File: config.mk
export PLATFORM = sky130hd
export DESIGN_NAME = spike_enc_sched
export DESIGN_NICKNAME = d
export VERILOG_FILES = /design/src/rtl/spike_pkg.sv /design/src/rtl/rr_arbiter.sv /design/src/rtl/spike_enc_sched.sv
export SDC_FILE = /design/constraint.sdc
export NUM_CORES = 1
export LEC_CHECK = 0
export ABC_AREA = 1
export CORE_ASPECT_RATIO = 0.5
export CORE_MARGIN = 2
export CORE_UTILIZATION = 30
export CTS_CLUSTER_SIZE = 24
export DETAILED_ROUTE_END_ITERATION = 12
export GPL_ROUTABILITY_DRIVEN = 0
export SLEW_MARGIN = 20
export SYNTH_ARGS = -nofsm -noshare
export SYNTH_HDL_FRONTEND = slang
export SYNTH_SLANG_ARGS = --single-unit
File: constraint.sdc
create_clock -name clk_i -period 8.8 [get_ports clk_i]
set_input_delay 1.76 -clock clk_i [delete_from_list [all_inputs] [get_ports clk_i]]
set_output_delay 1.76 -clock clk_i [all_outputs]
set_load 0.005 [all_outputs]
File: src/rtl/spike_pkg.sv
// Shared types and saturating arithmetic for the delta-modulation spike scheduler.
// Each threshold moves by at most delta per sample and is clamped at the ends of its range.
package spike_pkg;

   typedef enum logic [1:0] {IDLE, EVAL, EMIT} state_e;
   typedef enum logic {SPK_DOWN = 1'b0, SPK_UP = 1'b1} spk_pol_e;

   localparam int SPK_CH_W = 4;
   localparam int MAX_DW   = 64;

   typedef struct packed {
      logic [SPK_CH_W-1:0] ch;
      spk_pol_e            pol;
   } spk_evt_t;

   // Operands are zero-extended DW-bit values; the result clips at 2^dw-1.
   function automatic logic [MAX_DW-1:0] sat_add(input logic [MAX_DW-1:0] a,
                                                 input logic [MAX_DW-1:0] b,
                                                 input int dw);
      logic [MAX_DW:0] sum;
      logic [MAX_DW:0] lim;
      sum = {1'b0, a} + {1'b0, b};
      lim = ((MAX_DW+1)'(1) << dw) - (MAX_DW+1)'(1);
      return (sum > lim) ? lim[MAX_DW-1:0] : sum[MAX_DW-1:0];
   endfunction

   // The borrow out of the extra bit means the result went below zero.
   function automatic logic [MAX_DW-1:0] sat_sub(input logic [MAX_DW-1:0] a,
                                                 input logic [MAX_DW-1:0] b);
      logic [MAX_DW:0] diff;
      diff = {1'b0, a} - {1'b0, b};
      return diff[MAX_DW] ? '0 : diff[MAX_DW-1:0];
   endfunction

endpackage

File: src/rtl/rr_arbiter.sv
// Round-robin request picker: the first requester at or after the pointer wins.
// The pointer moves only when the owner reports that the grant was consumed.
module rr_arbiter #(
   parameter int NUM_CH = 4,
   parameter int CW     = $clog2(NUM_CH)
) (
   input  logic              i_clk,
   input  logic              i_rst_n,
   input  logic [NUM_CH-1:0] i_req,
   input  logic              i_adv,
   input  logic [CW-1:0]     i_adv_idx,
   output logic [CW-1:0]     o_gnt,
   output logic              o_gnt_vld
);

   logic [CW-1:0] r_ptr;

   // Scan from the far end so that the lowest offset from the pointer is assigned last.
   always_comb begin
      int w_idx;
      o_gnt     = '0;
      o_gnt_vld = 1'b0;
      w_idx     = 0;
      for (int k = NUM_CH-1; k >= 0; k--) begin
         w_idx = int'(r_ptr) + k;
         if (w_idx >= NUM_CH) w_idx = w_idx - NUM_CH;
         if (i_req[w_idx]) begin
            o_gnt     = CW'(w_idx);
            o_gnt_vld = 1'b1;
         end
      end
   end

   always_ff @(posedge i_clk or negedge i_rst_n) begin
      if (!i_rst_n)
         r_ptr <= '0;
      else if (i_adv)
         r_ptr <= (i_adv_idx == CW'(NUM_CH-1)) ? '0 : i_adv_idx + 1'b1;
   end

endmodule

File: src/rtl/spike_enc_sched.sv
// Multi-channel delta-modulation spike scheduler.
// Channels share one threshold compare/update unit, and the resulting spike events are streamed out.
module spike_enc_sched
   import spike_pkg::*;
#(
   parameter int             NUM_CH       = 4,
   parameter int             DW           = 32,
   parameter logic [DW-1:0]  DEFAULT_UTHR = DW'(70),
   parameter logic [DW-1:0]  DEFAULT_LTHR = DW'(10),
   parameter int             CW           = $clog2(NUM_CH)
) (
   input  logic                 clk_i,
   input  logic                 rst_ni,
   input  logic [NUM_CH-1:0]    req_i,
   input  logic [NUM_CH*DW-1:0] ecg_i,
   output logic [NUM_CH-1:0]    ack_o,
   input  logic [DW-1:0]        delta_i,
   input  logic                 cfg_we_i,
   input  logic [CW-1:0]        cfg_ch_i,
   input  logic [DW-1:0]        cfg_uthr_i,
   input  logic [DW-1:0]        cfg_lthr_i,
   output logic                 cfg_err_o,
   output logic                 spk_valid_o,
   input  logic                 spk_ready_i,
   output logic [CW-1:0]        spk_ch_o,
   output logic                 spk_up_o
);

   state_e        r_state, w_state_nxt;
   logic [CW-1:0] r_gnt;
   logic [DW-1:0] r_uthr [NUM_CH];
   logic [DW-1:0] r_lthr [NUM_CH];
   spk_evt_t      r_spk;

   logic          r_pend_vld;
   logic [CW-1:0] r_pend_ch;
   logic [DW-1:0] r_pend_u, r_pend_l;

   logic [CW-1:0] w_arb_gnt;
   logic          w_arb_vld;
   logic [DW-1:0] w_sample, w_cur_u, w_cur_l;
   logic          w_hit_up, w_hit_dn, w_cfg_bad, w_cfg_ok;
   logic          w_take, w_adv, w_spk_ld, w_pend_clr, w_thr_we;
   spk_pol_e      w_spk_pol;
   logic [CW-1:0] w_thr_ch;
   logic [DW-1:0] w_thr_u, w_thr_l;
   logic          w_unused_spk;

   rr_arbiter #(.NUM_CH(NUM_CH), .CW(CW)) u_arb (
      .i_clk     (clk_i),
      .i_rst_n   (rst_ni),
      .i_req     (req_i),
      .i_adv     (w_adv),
      .i_adv_idx (r_gnt),
      .o_gnt     (w_arb_gnt),
      .o_gnt_vld (w_arb_vld)
   );

   assign w_sample  = ecg_i[int'(r_gnt)*DW +: DW];
   assign w_cur_u   = r_uthr[r_gnt];
   assign w_cur_l   = r_lthr[r_gnt];
   assign w_hit_up  = (w_sample >= w_cur_u);
   assign w_hit_dn  = (w_sample <= w_cur_l);
   assign w_cfg_bad = cfg_we_i && ((cfg_lthr_i > cfg_uthr_i) || (int'(cfg_ch_i) >= NUM_CH));
   assign w_cfg_ok  = cfg_we_i && !w_cfg_bad;

   always_ff @(posedge clk_i or negedge rst_ni) begin
      if (!rst_ni) r_state <= IDLE;
      else         r_state <= w_state_nxt;
   end

   always_comb begin
      w_state_nxt = r_state;
      w_take      = 1'b0;
      w_adv       = 1'b0;
      w_spk_ld    = 1'b0;
      w_spk_pol   = SPK_DOWN;
      w_pend_clr  = 1'b0;
      w_thr_we    = 1'b0;
      w_thr_ch    = r_gnt;
      w_thr_u     = w_cur_u;
      w_thr_l     = w_cur_l;
      case (r_state)
         IDLE: begin
            // Configuration owns the cycle; a fresh valid write supersedes a pending one.
            if (cfg_we_i || r_pend_vld) begin
               w_pend_clr = 1'b1;
               if (w_cfg_ok) begin
                  w_thr_we = 1'b1;
                  w_thr_ch = cfg_ch_i;
                  w_thr_u  = cfg_uthr_i;
                  w_thr_l  = cfg_lthr_i;
               end else if (r_pend_vld) begin
                  w_thr_we = 1'b1;
                  w_thr_ch = r_pend_ch;
                  w_thr_u  = r_pend_u;
                  w_thr_l  = r_pend_l;
               end
            end else if (w_arb_vld) begin
               w_take      = 1'b1;
               w_state_nxt = EVAL;
            end
         end
         EVAL: begin
            w_adv       = 1'b1;
            w_state_nxt = IDLE;
            if (w_hit_up) begin
               w_thr_we    = 1'b1;
               w_thr_u     = DW'(sat_add(MAX_DW'(w_cur_u), MAX_DW'(delta_i), DW));
               w_thr_l     = DW'(sat_add(MAX_DW'(w_cur_l), MAX_DW'(delta_i), DW));
               w_spk_ld    = 1'b1;
               w_spk_pol   = SPK_UP;
               w_state_nxt = EMIT;
            end else if (w_hit_dn) begin
               w_thr_we    = 1'b1;
               w_thr_u     = DW'(sat_sub(MAX_DW'(w_cur_u), MAX_DW'(delta_i)));
               w_thr_l     = DW'(sat_sub(MAX_DW'(w_cur_l), MAX_DW'(delta_i)));
               w_spk_ld    = 1'b1;
               w_state_nxt = EMIT;
            end
         end
         EMIT: begin
            if (spk_ready_i) w_state_nxt = IDLE;
         end
         default: w_state_nxt = IDLE;
      endcase
   end

   always_ff @(posedge clk_i or negedge rst_ni) begin
      if (!rst_ni) begin
         for (int c = 0; c < NUM_CH; c++) begin
            r_uthr[c] <= DEFAULT_UTHR;
            r_lthr[c] <= DEFAULT_LTHR;
         end
      end else if (w_thr_we) begin
         r_uthr[w_thr_ch] <= w_thr_u;
         r_lthr[w_thr_ch] <= w_thr_l;
      end
   end

   // Writes that arrive while a sample is in flight wait here for the next IDLE cycle.
   always_ff @(posedge clk_i or negedge rst_ni) begin
      if (!rst_ni) begin
         r_pend_vld <= 1'b0;
         r_pend_ch  <= '0;
         r_pend_u   <= '0;
         r_pend_l   <= '0;
      end else if (r_state != IDLE && w_cfg_ok) begin
         r_pend_vld <= 1'b1;
         r_pend_ch  <= cfg_ch_i;
         r_pend_u   <= cfg_uthr_i;
         r_pend_l   <= cfg_lthr_i;
      end else if (w_pend_clr) begin
         r_pend_vld <= 1'b0;
      end
   end

   always_ff @(posedge clk_i or negedge rst_ni) begin
      if (!rst_ni) begin
         r_gnt <= '0;
         r_spk <= '0;
      end else begin
         if (w_take)   r_gnt <= w_arb_gnt;
         if (w_spk_ld) r_spk <= '{ch: SPK_CH_W'(r_gnt), pol: w_spk_pol};
      end
   end

   assign ack_o        = (r_state == EVAL) ? (NUM_CH'(1) << r_gnt) : '0;
   assign cfg_err_o    = w_cfg_bad;
   assign spk_valid_o  = (r_state == EMIT);
   assign spk_ch_o     = r_spk.ch[CW-1:0];
   assign spk_up_o     = (r_spk.pol == SPK_UP);
   assign w_unused_spk = &{1'b0, r_spk.ch};

endmodule

# Word-level counts from Yosys, hierarchy flattened
# Cells that the tools add are included.
# classes
bitwise	2
n_mux	79
n_addsub	12
n_eq_ne	6
reduce_logical	10
shift	2
n_lt_le_gt_ge	16
# ops
op	count
two-way mux 32 bit	23
bitwise mux 128 bit	2
binary-select mux 32 bit (select 2 bit)	2
< comparator 32 x 4 -> 1 bit (second input constant)	4
one-hot mux 32 bit (2 select lines)	2
indexed part select 128 x 8 -> 32 bit	1
>= comparator 32 x 4 -> 1 bit (second input constant)	3
subtractor 32 x 4 -> 32 bit (second input constant)	3
adder 32 x 32 -> 33 bit	2
> comparator 33 x 32 -> 1 bit (second input constant)	2
subtractor 32 x 32 -> 33 bit	2
demux 32 bit (select 2 bit)	1
>= comparator 32 bit	1
> comparator 32 bit	1
<= comparator 32 bit	1
two-way mux 1 bit	28
two-way mux 2 bit	14
binary-select mux 1 bit (select 2 bit)	4
adder 2 x 2 -> 3 bit (second input constant)	2
>= comparator 3 bit (second input constant)	2
NOT 2 -> 3 bit	2
one-hot mux 2 bit (3 select lines)	1
equality test 2 bit (second input constant)	2
logical AND 1 bit	4
other kinds (16)	18
# totals
reg_bits	332
output_inout_bits	9
elab_cells	144
inputBits	234

# Depth between registers and ports, before layout
# Gate-level depths: netlist of the first run.
# depth
word_depth	13
ltp_mapped	29
mapped_depth_nobuf	25

# By module
# A second synthesis of the first run with hierarchy kept.
# hier_totals
hier_cells	5095
area_unflattened_um2	31179.9
# by_module_without_submodules
mod	seq_area_each_um2	area_each_um2	instances	cells_per_inst
spike_enc_sched	8282.9	30860.8	1	5038
rr_arbiter	50.0	319.1	1	57

# Worst setup path before layout of the first run
# OpenSTA, ideal clock, no wires.
# synth_timing
path_type	input-to-output
from	input cfg_uthr_i[21]
to	output cfg_err_o
arrival_ns	3.076
cell_stages	11
path_slack_ns	3.964
path_cell_list	inv_1 > ha_1 > a21oi_1 > nor2_1 > nor2_1 > nand3_1 > a21oi_1 > nand2_1 > nand2_2 > clkbuf_1 > nor2_1
# synth_between
elab_chain_cells	2
# synth_rtl
element	line	source
from (decl)	spike_enc_sched.sv:20	input logic [DW-1:0] cfg_uthr_i,
> comparator 32 bit	spike_enc_sched.sv:64	assign w_cfg_bad = cfg_we_i && ((cfg_lthr_i > cfg_uthr_i) || (int'(cfg_ch_i) >= NUM_CH));
logical AND 1 bit	spike_enc_sched.sv:64	
to (decl)	spike_enc_sched.sv:22	output logic cfg_err_o,
# Every way passes these cells.

# Worst setup path in the final report of the first run
# layout_timing
from	input cfg_uthr_i[6]
to	output cfg_err_o
# Same word-level chain as after synthesis.

==> results of run 1 <==
worst max-delay path, cell delays in order:
cell	delay [ns]
clkdlybuf4s50_1	0.50
inv_1	0.08
ha_1	0.27
nand2_1	0.06
nor2_1	0.26
nand2_1	0.09
nand2_1	0.11
nand2_1	0.08
nand2_1	0.08
nand2_1	0.05
nand2_1	0.07
nand2_2	0.39
nor2_1	0.27
clkdlybuf4s50_1	0.53
worst max path at each step:
stage                         from     endpoint  slack, ns  cells past startpoint
finish               cfg_uthr_i[6]    cfg_err_o       2.43                     14
global route              r_gnt[0]  r_lthr[107]       2.13                     21
CTS                 cfg_uthr_i[14]    cfg_err_o       2.43                     14
detailed placement   cfg_uthr_i[1]   r_lthr[10]       2.13                     22
global placement    cfg_lthr_i[19]   r_lthr[90]       2.17                     19
floorplan           cfg_uthr_i[21]    cfg_err_o       3.96                     11
sequential cells by signal (all words and copies together), names as in the netlist, 2 cells and up:
| name | flops |
|---|---|
| u_arb.r_ptr | 2 |
| r_pend_ch | 2 |
| r_uthr | 128 |
| r_gnt | 2 |
| r_state | 2 |
| r_pend_l | 32 |
| r_pend_u | 32 |
| spk_ch_o | 2 |
| r_lthr | 128 |
stage by stage:
step,cell area [sq um],std cells
floorplan,33390,5730
global placement,36660,7214
detailed placement,36660,7214
CTS,38060,7287
global route,38060,7287
finish,38070,7289
cell usage after synthesis (31+ instances only):
cell         n
a21oi_1    157
buf_2      115
clkbuf_1   124
dfrtp_1    312
ha_1       229
inv_1      659
nand2_1   2534
nand3_1    641
nand4_1     56
nor2_1     370
o21ai_0    231
o22ai_1     31
xor2_1      47
cell type report:
| type | count | area [sq um] |
|---|---|---|
| Tap cell | 1496 | 1872 |
| Clock buffer | 56 | 1182 |
| Sequential cell | 332 | 8346 |
| Inverter | 673 | 2535 |
| Antenna cell | 2 | 5.005 |
| Multi-Input combinational cell | 4438 | 21180 |
| Timing Repair Buffer | 275 | 2720 |
| Fill cell | 12390 | 72120 |
| Clock inverter | 17 | 225.2 |
layer usage:
layer	track usage	vias to the layer above	wire length, microns
li1	-	17930	-
met1	0.3545	17510	63370
met2	0.3798	1968	62420
met3	0.06101	261	17320
met4	0.08398	0	5457
met5	0	-	0
cells by family after synthesis:
kind of cell | after synthesis
AOI/OAI and AO/OA | 452
xor gates and xnor gates | 47
adders and majority gates | 233
buffers and inverters | 960
DFF | 332
muxes | 27
and+or+nand+nor | 3679
==> flow_summary.ini, run 1 <==
[status]
status = finished clean

[synthesis]
syn_nets = 6197
async_reset_ff_frac = 1.000
synth-simple-area-share = 0.4512
synthAdderAreaFrac = 0.08821
synth_edf_count = 0
synthMuxAreaShare = 0.009106
syn_area_per_cell_sq_um = 5.827
synth.area.top_cells = nand2_1 (28%), dfrtp_1 (23%), nand3_1 (9.6%)
synth.distinct_cells = 43
synth_top_family_by_area = simple AND/OR/NAND/NOR gates
yosys.area.top_type_share = 0.2849
synth_top_area_cell = nand2_1
synth-xor-area-share = 0.01233
ys_seq_elements = 332
synth_compound_area_frac = 0.07180
synth_warnings = 0
synthCells = 5730
netlist_area_sq_um = 33390
yosysSeqAreaShare = 0.2496
ys.flop_type = dfrtp_1

[setup_path]
cp.arrival_ns = 4.61
worstSetupPathType = in -> out
end_kind = output pin
worstSetupStartpointType = input pin
crit_required_ns = 7.04
r2r.worst_path.cells = 19
r2r_start = r_gnt[1]
rr_endpoint = r_uthr[115]
cp_max_fo = 29
r2r_slack_ns = 2.44

[sta]
maxSlewViolCount = 0
hold_viol = 0
grt_setup_unrepaired = no
fin_skew_ns = 0.02649
tightest_slew_ns = 1.167
clock.fmax_mhz = 157.1
min_period_ns = 6.366
final.setup.tns_ns = 0
setup_violations = 0
timing.final.crit_share = 0.7234
hold_ws_ns = 0.4645
relSlewSlack = 0.2218
finalWorstSetupSlack_ns = 2.434

[route]
dr_total_vias = 37670
remaining_drc_errors = 0
drt-total-wl_microns = 148600
postRouteAntennaNets = 0
drt-vias-per-instance = 5.168
drt_pass1_iterations = 6
wl_per_cell_microns = 20.38
dr.first_iter.drc_count = 5182

[hold_path]
hold_path.class = reg -> reg
holdPathEnd = r_uthr[33]
holdPathStages = 2
min_from = r_uthr[33]

[floorplanning]
die_w_microns = 475.8
row_count = 86
io_pins = 243
die_area_sq_um = 114100
start_util = 0.3030
die_h_microns = 239.9
core_sq_um = 110200

[cts]
clockBufferDepth = 3
cts.sinks = 332
clkLatencyLatePin_ns = 0.58
cts_made_buffers = 40
post_cts_resized = 0
post_cts_buffers = 0
hold_buffers = 0
clkTransAtPathRegs_ns = 0.06
clockRootBuffer = clkbuf_16
cts_tree = done
htreeDepth = 2

[global_route]
antenna_found_initial = 0
grt_pass1_wl_microns = 218600
grt_start_max_net_pins = 135
grt_overflow = 0
grtUsageTotal = 0.2534
grt_pass1_vias = 33950

[layout]
layout-drive-gt1-share = 0.03644
syn2layout_area_growth_pct = 14.02
fin_util = 0.3455
final_nets = 6227
final_common_cell = nand2_1
layout_common_cells = nand2_1 (2,533), inv_1 (656), nand3_1 (639)

[place]
io_buffers = 242
preCtsSetupSlack_ns = 2.134
dpl.hpwl_microns = 112700

[job]
cap_viol_max_count = 0
Power of run 1 is not shown: default switching activity piles up to over one toggle a cycle in this logic, so the estimate is an artifact.
==> inputs of run 2 (changes only) <==
==> constraint.sdc (replaced) <==
create_clock -name clk_i -period 6.35 [get_ports clk_i]
set_input_delay 1.27 -clock clk_i [delete_from_list [all_inputs] [get_ports clk_i]]
set_output_delay 1.27 -clock clk_i [all_outputs]
set_load 0.005 [all_outputs]
==> flow_summary.ini, run 2 (synthesis gave the netlist of run 1 again) <==
[cts]
post_cts_buffers = 0
cts_made_buffers = 40
htreeDepth = 2
clockRootBuffer = clkbuf_16
post_cts_resized = 0
hold_buffers = 0
clkLatencyLatePin_ns = 0.58
clockBufferDepth = 3
cts.sinks = 332
cts_tree = done
clkTransAtPathRegs_ns = 0.06

[layout]
finalInstanceArea_sq_um = 38670
final_common_cell = nand2_1
stdcell_count = 7359
syn2layout_area_growth_pct = 15.83
layout-drive-gt1-share = 0.04610
largestRegisters = r_lthr x128, r_uthr x128
final_nets = 6295
layout_common_cells = nand2_1 (2,533), inv_1 (656), nand3_1 (639)

[setup_path]
cp_max_fo = 19
cp_num_buf_inv = 3
crit_chain = clkdlybuf4s50_1, inv_1, ha_1, a21oi_1, nand2_1, nand2_1, nand3_1, a21oi_1, nand2_1, nand2_2, nor2_1, clkdlybuf4s50_1
r2r.worst_path.cells = 23
worstSetupStartpointType = input pin
cp.arrival_ns = 4.14
crit_end = cfg_err_o
cpLargestDelayFamily = buffers and inverters
critical-path-slowest-cell = clkdlybuf4s50_1
worstSetupPathType = in -> out
worst_path_most_repeated_cell = nand2_1
slowest_delay_ns = 0.58
end_kind = output pin
rr_endpoint = r_lthr[53]
crit_required_ns = 5.08
worst-path-stages = 12
r2r_slack_ns = 1.02
r2r_start = r_gnt[1]
crit_start = cfg_uthr_i[19]

[sta]
fin_skew_ns = 0.01373
clock.fmax_mhz = 184.9
grt_setup_unrepaired = no
finalWorstSetupSlack_ns = 0.9418
tightest_slew_ns = 0.9651
setup_violations = 0
hold_viol = 0
final.setup.tns_ns = 0
timing.final.crit_share = 0.8517
maxSlewViolCount = 0
relSlewSlack = 0.3566
min_period_ns = 5.408

[place]
io_buffers = 242
placed_cell_area_sq_um = 37330
dp_cells = 7282
dpl.hpwl_microns = 117300
preCtsSetupSlack_ns = 0.8684

[route]
remaining_drc_errors = 0
drt_pass1_iterations = 6
wl_per_cell_microns = 20.60
postRouteAntennaNets = 0
dr.first_iter.drc_count = 4951
drt-total-wl_microns = 151600
drt-vias-per-instance = 5.136
dr_total_vias = 37800

[floorplanning]
die_h_microns = 239.9
start_util = 0.3030
row_count = 86
core_sq_um = 110200
die_w_microns = 475.8
io_pins = 243
die_area_sq_um = 114100

[global_route]
grtUsageTotal = 0.2588
antenna_found_initial = 9
grt_start_max_net_pins = 109
grt_overflow = 0
grt_pass1_vias = 34710
grt_pass1_wl_microns = 221700

[status]
status = finished clean

[hold_path]
hold_path.class = reg -> reg
holdPathStages = 2

[job]
cap_viol_max_count = 0
run 2: changes by cell type in the layout (fill, tap and decap cells not counted), moves of 3 or more:
cell      previous run  this run
buf_12               4        17
diode_2              2         6
clkinv_2             8         5
clkbuf_1             5        12
buf_4               29        84
run 2: worst min-delay path by stage:
stage	from	endpoint	slack [ns]
3_3_place_gp	r_lthr[33]	r_lthr[33]	0.45
6_report	r_uthr[102]	r_uthr[102]	0.46
2_1_floorplan	r_lthr[100]	r_lthr[100]	0.44
5_1_grt	r_lthr[1]	r_lthr[1]	0.48
3_5_place_dp	r_uthr[102]	r_uthr[102]	0.45
4_1_cts	r_uthr[102]	r_uthr[102]	0.46
run 2: routing by layer:
| layer | share of wire | GRT usage | vias to the layer above |
|---|---|---|---|
| li1 | - | - | 18070 |
| met1 | 0.42 | 0.3578 | 17560 |
| met2 | 0.41 | 0.3843 | 1913 |
| met3 | 0.13 | 0.06876 | 251 |
| met4 | 0.038 | 0.09437 | 2 |
| met5 | 0.000086 | 0 | - |
run 2: worst register-to-register path, delay by kind of cell, from the launching register on:
kind	cells	cell delay, ns
and+or+nand+nor	15	2.27
buffers and inverters	7	1.76
DFF	1	0.63
adders and majority gates	1	0.53
run 2: area by class of cell:
type / instances / area (sq um)
multi-input cells: 4438 / 21180
fillers: 12190 / 71510
well taps: 1496 / 1872
diodes: 6 / 15.01
repair buffers: 343 / 3393
flip-flops and latches: 332 / 8346
clock buffers: 60 / 1156
clock inverters: 11 / 172.7
inverters: 673 / 2534
run 2: through the flow:
stage | util | hold WS, ns
6_report | 0.3510 | 0.4622
5_1_grt | 0.3509 | 0.4791
4_1_cts | 0.3508 | 0.4629
3_5_place_dp | 0.3388 | 0.4529
3_3_place_gp | 0.3388 | 0.4488
2_1_floorplan | - | 0.4422
Power of run 2 is left out for the same reason.
